--- src/rtl/motor_pkg.sv ---
// Shared types and constants for the two-wheel motor driver.
package motor_pkg;

  typedef enum logic [1:0] {
    PARADO  = 2'd0,
    ANDANDO = 2'd1,
    GIRANDO = 2'd2,
    FREANDO = 2'd3
  } state_t;

  // {Front, Rotate} as registered from the controller
  localparam logic [1:0] CMD_STOP = 2'b00;
  localparam logic [1:0] CMD_ROT  = 2'b01;
  localparam logic [1:0] CMD_FWD  = 2'b10;
  localparam logic [1:0] CMD_BOTH = 2'b11;

  localparam logic DIR_FWD = 1'b1;
  localparam logic DIR_REV = 1'b0;

endpackage

--- src/rtl/motor_pwm_channel.sv ---
// One wheel's PWM output: registered compare of the next counter value against the next duty,
// so the output during a cycle equals (cnt < duty) for that cycle.
module motor_pwm_channel #(
  parameter int DW = 7
) (
  input  logic          Clock,
  input  logic          Reset,
  input  logic [DW-1:0] cnt_next,
  input  logic [DW-1:0] duty_next,
  output logic          pwm
);

  // PWM output register; asynchronous reset drops the enable immediately
  always_ff @(posedge Clock or posedge Reset) begin
    if (Reset) begin
      pwm <= 1'b0;
    end else begin
      pwm <= (cnt_next < duty_next);
    end
  end

endmodule

--- src/rtl/motor_driver.sv ---
// Two-wheel motor driver: duty ramp with a brake phase before any direction reversal.
// Ramping is enabled by defining MOTOR_DRIVER_RAMP_EN; otherwise duty jumps to its target at each wrap.
module motor_driver
  import motor_pkg::*;
#(
  parameter int PWM_PERIOD = 100,
  parameter int DUTY_MAX   = 80,
  parameter int ROT_DUTY   = 50,
  parameter int RAMP_STEP  = 5
) (
  input  logic Clock,
  input  logic Reset,
  input  logic Front,
  input  logic Rotate,
  output logic LeftPwm,
  output logic RightPwm,
  output logic LeftDir,
  output logic RightDir,
  output logic Busy,
  output logic Fault
);

  localparam int DW = $clog2(PWM_PERIOD + 1);
`ifdef MOTOR_DRIVER_RAMP_EN
  localparam bit RAMP_EN = 1'b1;
`else
  localparam bit RAMP_EN = 1'b0;
`endif
  // A step as large as the whole period makes every move land on its target in one wrap
  localparam int            STEP_I = RAMP_EN ? RAMP_STEP : PWM_PERIOD;
  localparam logic [DW-1:0] STEP   = DW'(STEP_I);
  localparam logic [DW-1:0] DMAX   = DW'(DUTY_MAX);
  localparam logic [DW-1:0] DROT   = DW'(ROT_DUTY);
  localparam logic [DW-1:0] LAST   = DW'(PWM_PERIOD - 1);
  localparam logic [DW-1:0] ZERO   = {DW{1'b0}};

  // Move cur one step toward target, saturating at the target
  function automatic logic [DW-1:0] toward(input logic [DW-1:0] cur, input logic [DW-1:0] target);
    logic [DW:0] sum;
    sum = {1'b0, cur} + {1'b0, STEP};
    if (cur < target) begin
      toward = (sum > {1'b0, target}) ? target : sum[DW-1:0];
    end else if ((cur - target) > STEP) begin
      toward = cur - STEP;
    end else begin
      toward = target;
    end
  endfunction

  logic          front_r, rotate_r, fault_r, busy_r;
  logic          left_dir_r, right_dir_r, left_dir_next_s, right_dir_next_s;
  logic          start_ldir_s, start_rdir_s, wrap_s;
  logic [1:0]    cmd_s;
  logic [DW-1:0] cnt_r, cnt_next_s, duty_r, duty_next_s, start_duty_s;
  state_t        state_r, state_next_s, start_state_s;

  assign cmd_s      = {front_r, rotate_r};
  assign wrap_s     = (cnt_r == LAST);
  assign cnt_next_s = wrap_s ? ZERO : cnt_r + DW'(1);

  // Input register, period counter and fault flag
  always_ff @(posedge Clock or posedge Reset) begin
    if (Reset) begin
      front_r  <= 1'b0;
      rotate_r <= 1'b0;
      fault_r  <= 1'b0;
      cnt_r    <= ZERO;
    end else begin
      front_r  <= Front;
      rotate_r <= Rotate;
      fault_r  <= (cmd_s == CMD_BOTH);
      cnt_r    <= cnt_next_s;
    end
  end

  // Motion started from rest for the current command, including its first ramp step
  always_comb begin
    start_state_s = PARADO;
    start_duty_s  = ZERO;
    start_ldir_s  = left_dir_r;
    start_rdir_s  = right_dir_r;
    case (cmd_s)
      CMD_FWD: begin
        start_state_s = ANDANDO;
        start_duty_s  = toward(ZERO, DMAX);
        start_ldir_s  = DIR_FWD;
        start_rdir_s  = DIR_FWD;
      end
      CMD_ROT: begin
        start_state_s = GIRANDO;
        start_duty_s  = toward(ZERO, DROT);
        start_ldir_s  = DIR_FWD;
        start_rdir_s  = DIR_REV;
      end
      CMD_STOP: begin
        start_state_s = PARADO;
      end
      default: begin
        start_state_s = PARADO;
      end
    endcase
  end

  // Next state, duty and directions; everything holds except at the wrap
  always_comb begin
    state_next_s     = state_r;
    duty_next_s      = duty_r;
    left_dir_next_s  = left_dir_r;
    right_dir_next_s = right_dir_r;
    if (wrap_s) begin
      case (state_r)
        PARADO: begin
          state_next_s     = start_state_s;
          duty_next_s      = start_duty_s;
          left_dir_next_s  = start_ldir_s;
          right_dir_next_s = start_rdir_s;
        end
        ANDANDO: begin
          if (cmd_s == CMD_FWD) begin
            duty_next_s = toward(duty_r, DMAX);
          end else begin
            state_next_s = FREANDO;
            duty_next_s  = toward(duty_r, ZERO);
          end
        end
        GIRANDO: begin
          if (cmd_s == CMD_ROT) begin
            duty_next_s = toward(duty_r, DROT);
          end else begin
            state_next_s = FREANDO;
            duty_next_s  = toward(duty_r, ZERO);
          end
        end
        FREANDO: begin
          // The brake always runs to zero; only then is the command looked at again
          if (duty_r != ZERO) begin
            duty_next_s = toward(duty_r, ZERO);
          end else begin
            state_next_s     = start_state_s;
            duty_next_s      = start_duty_s;
            left_dir_next_s  = start_ldir_s;
            right_dir_next_s = start_rdir_s;
          end
        end
        default: begin
          state_next_s = PARADO;
          duty_next_s  = ZERO;
        end
      endcase
    end else begin
      state_next_s = state_r;
    end
  end

  // FSM state, shared duty, wheel directions and busy flag
  always_ff @(posedge Clock or posedge Reset) begin
    if (Reset) begin
      state_r     <= PARADO;
      duty_r      <= ZERO;
      left_dir_r  <= DIR_FWD;
      right_dir_r <= DIR_FWD;
      busy_r      <= 1'b0;
    end else begin
      state_r     <= state_next_s;
      duty_r      <= duty_next_s;
      left_dir_r  <= left_dir_next_s;
      right_dir_r <= right_dir_next_s;
      busy_r      <= (state_next_s == FREANDO);
    end
  end

  motor_pwm_channel #(.DW(DW)) u_left (
    .Clock    (Clock),
    .Reset    (Reset),
    .cnt_next (cnt_next_s),
    .duty_next(duty_next_s),
    .pwm      (LeftPwm)
  );

  motor_pwm_channel #(.DW(DW)) u_right (
    .Clock    (Clock),
    .Reset    (Reset),
    .cnt_next (cnt_next_s),
    .duty_next(duty_next_s),
    .pwm      (RightPwm)
  );

  assign LeftDir  = left_dir_r;
  assign RightDir = right_dir_r;
  assign Busy     = busy_r;
  assign Fault    = fault_r;

endmodule

--- config.mk ---
export PLATFORM = sky130hd
export DESIGN_NAME = motor_driver
export DESIGN_NICKNAME = d
export VERILOG_FILES = /design/src/rtl/motor_pkg.sv /design/src/rtl/motor_pwm_channel.sv /design/src/rtl/motor_driver.sv
export SDC_FILE = /design/constraint.sdc
export NUM_CORES = 1
export LEC_CHECK = 0
export CORE_MARGIN = 1.5
export CORE_UTILIZATION = 45
export CTS_CLUSTER_DIAMETER = 80
export DETAILED_ROUTE_END_ITERATION = 10
export DONT_BUFFER_PORTS = 1
export GPL_TIMING_DRIVEN = 0
export HOLD_SLACK_MARGIN = 0.06
export PLACE_DENSITY = 0.62
export REMOVE_ABC_BUFFERS = 1
export SYNTH_ARGS = -nofsm -noshare
export SYNTH_HDL_FRONTEND = slang
export SYNTH_SLANG_ARGS = --single-unit
--- constraint.sdc ---
create_clock -name Clock -period 8.4 [get_ports Clock]
set_input_delay 1.26 -clock Clock [delete_from_list [all_inputs] [get_ports Clock]]
set_output_delay 1.26 -clock Clock [all_outputs]
set_load 0.02 [all_outputs]
==> qor.txt <==
Most frequent cells in the layout - ha_1 (29), dfrtp_1 (21), nand2_1 (20), inv_1 (15), a21oi_1 (10)
Num CTS Buffers - 3
Dominant synthesized flop cell - dfrtp_1
Commonest non-fill, non-tap cell in the layout - ha_1
H-tree depth - 1
GR Util All Layers - 19.6%
Flops & latches, synth - 23
Die H - 70.4 um
Internal power - 0.146 mW
Sequential share of power - 59.4%
Die width - 70.4 um
Fraction of layout cells with a size suffix above 1 - 13.0%
Post-CTS Setup Repair Bufs - 0
Util after Layout - 48.2%
DRT Wirelength - 4580 um
Min Tclk post-route - 3.46 ns
Synth cell types - 65
Final Cycle Share - 41.2%
Max Fclk - 289 MHz
1st-pass router iterations - 4
RSZ-0062 raised after global routing - no
Nets - 250
DRC viols - 0
Asr flop ratio synth - 100%
Worst r2r dst - u_right.pwm
Post-Layout Cell Count - 268
CTS tree - built
Max_cap viols - 0
Worst path slowest cell - dfrtp_1
Worst Tran Pin Value - 0.881 ns
HPWL Detailed - 3410 um
Clock Latency Late Sink - 0.27 ns
Hold path start - cnt_r[0]
Layout Area Growth over Synthesis - 2.82%
Fin. Hold Viols - 0
Peak supply drop - 0.0906 mV
Crit. End Element - register
Post-DR vias/cell - 6.09
FF-to-FF setup slack - 4.94 ns
Final TNS setup - 0 ns
Worst path required time - 8.55 ns
Design area - 2100 um2
Combinational Power Share - 3.5%
Leakage power - 0.854 nW
Total Power - 0.189 mW
Worst Path Arrival - 3.61 ns
# diodes - 0
Clk slew on worst S/H paths - 0.09 ns
Routability cong. - 0.935
I/O Buffers - 0
Synth top area cells - dfrtp_1 (26%), ha_1 (18%), nand2_1 (3.7%)
Hold_buf cts - 0
Clock Skew - 0.00950 ns
Pwr dens - 90.0 nW/um2
Vias in the first global route - 1,595
Share of the synthesized area in the top cell type - 25.7%
Clk buf depth - 2
Placeable Area - 4350 um2
Warnings, synthesis - 0
Final setup vio count - 0
NetSw - 0.0426 mW
# clock sinks - 23
DR vias - 1,631
Final ANT Viol Nets - 0
Switching Share - 22.5%
Max-slew violation count - 0
Status - complete, no violations
Worst Reg-to-Reg Cells - 12
Startpoint type of the worst setup path - register
Synth area leader - dfrtp_1
Crit-path max FO - 10
Initial core utilization - 46.9%
Setup CP Type - register to register
Pin count of the biggest net entering global routing - 24
Post-Syn Area - 2040 um2
Hold endpoint - cnt_r[0]
Crit-path most repeated cell - ha_1
Dpl cell area - 2050 um2
Cells after DPL - 264
Die area - 4950 um2
Rel. slew slack - 41.2%
Core Rows - 24
CTS Root Cell - clkbuf_8
Initial antenna violation count - 0
Total gr overflow - 0
DR iter-0 viols - 61
Hold Path Depth - 1
Clk pwr share - 37.0%
Slowest stage delay, CP - 0.60 ns
Routed WL per cell - 17.1 um
Syn Inst Count - 221
Type of the worst min-delay path - register to register
Crit path cell chain - inv_1 -> ha_1 -> nor4bb_2 -> nor4b_4 -> nand2_1 -> a211oi_1 -> o32ai_1 -> ha_1 -> nand3_1 -> a311oi_1 -> o22ai_1 -> o21bai_1
Wire length of the first global-routing pass - 7670 um
Post-cts resize count - 0
IO Pins - 10
Reg-to-Reg Start - duty_r[3]
Mean Syn Cell Area - 9.25 um2
Post-synth EDFFs - 0
Seq/Total Area, Yosys - 28.3%
-- logic make-up (layout without fill, tap and decap cells) --
kind of cell,after synthesis,after routing,synth area share (%)
and+or+nand+nor,74,74,21.1
xor gates and xnor gates,6,6,2.57
adders and majority gates,29,29,17.8
buffers and inverters,25,20,5.57
AOI/OAI and AO/OA,61,61,23.1
DFF,23,23,28.3
muxes,3,3,1.65
-- stage by stage --
step | hold slack [ns] | setup WS (ns)
detailed placement | 0.527 | 5.07
finish | 0.539 | 4.94
global route | 0.572 | 4.61
floorplan | 0.475 | 5.52
CTS | 0.542 | 4.97
global placement | 0.535 | 5.07
-- cells in the mapped netlist (all sizes together), types with 5 or more instances --
cell / n
a211oi: 6
a21oi: 11
a31oi: 7
buf: 6
dfrtp: 21
ha: 29
inv: 16
nand2: 21
nand2b: 6
nand3: 8
nor2: 9
nor3: 7
o211ai: 5
-- power groups by stage --
| stage | Clock (mW) | Combinational (mW) | Sequential, mW |
|---|---|---|---|
| floorplan | 0 | 0.00516 | 0.114 |
| global placement | 0 | 0.00691 | 0.115 |
| detailed placement | 0 | 0.00697 | 0.115 |
| CTS | 0.0732 | 0.00698 | 0.112 |
| global route | 0.0764 | 0.00799 | 0.113 |
| finish | 0.0700 | 0.00671 | 0.112 |
-- final cells by class --
type                            count  area (um2)
Fill cell                         415        2250
Clock inverter                      1        5.00
Multi-Input combinational cell    173        1350
Tap cell                           52        65.1
Inverter                           16        60.1
Sequential cell                    23         578
Clock buffer                        3        41.3
-- flip-flops by register name, indices dropped and copies added (netlist names) --
signal / flops
u_right.pwm: 1
state_r: 2
LeftDir: 1
Busy: 1
RightDir: 1
duty_r: 7
front_r: 1
Fault: 1
rotate_r: 1
cnt_r: 7
-- worst max-delay path, delay by kind of cell, from the launching register on --
kind | cells | cell delay [ns]
simple gates | 4 | 0.82
buf+inv | 1 | 0.21
fa+ha+maj | 2 | 0.59
flops | 1 | 0.60
compound gates | 5 | 1.14
-- worst max-delay path by stage --
| stage | from | to | slack (ns) |
|---|---|---|---|
| 3_3_place_gp | duty_r[4] | u_right.pwm | 5.07 |
| 3_5_place_dp | duty_r[4] | u_right.pwm | 5.07 |
| 2_1_floorplan | duty_r[4] | u_right.pwm | 5.52 |
| 5_1_grt | duty_r[3] | u_right.pwm | 4.61 |
| 6_report | duty_r[3] | u_right.pwm | 4.94 |
| 4_1_cts | duty_r[5] | u_right.pwm | 4.97 |
-- per-layer routing --
metal | share of wire (%) | wire [um] | vias to the layer above | track usage [%]
li1 | - | - | 804 | -
met1 | 46 | 2120 | 785 | 25.6
met2 | 48 | 2210 | 32 | 32.7
met3 | 2.9 | 132 | 10 | 3.46
met4 | 2.6 | 117 | 0 | 6.20
met5 | 0 | 0 | - | 0
Power figures use the tool's default switching activity.
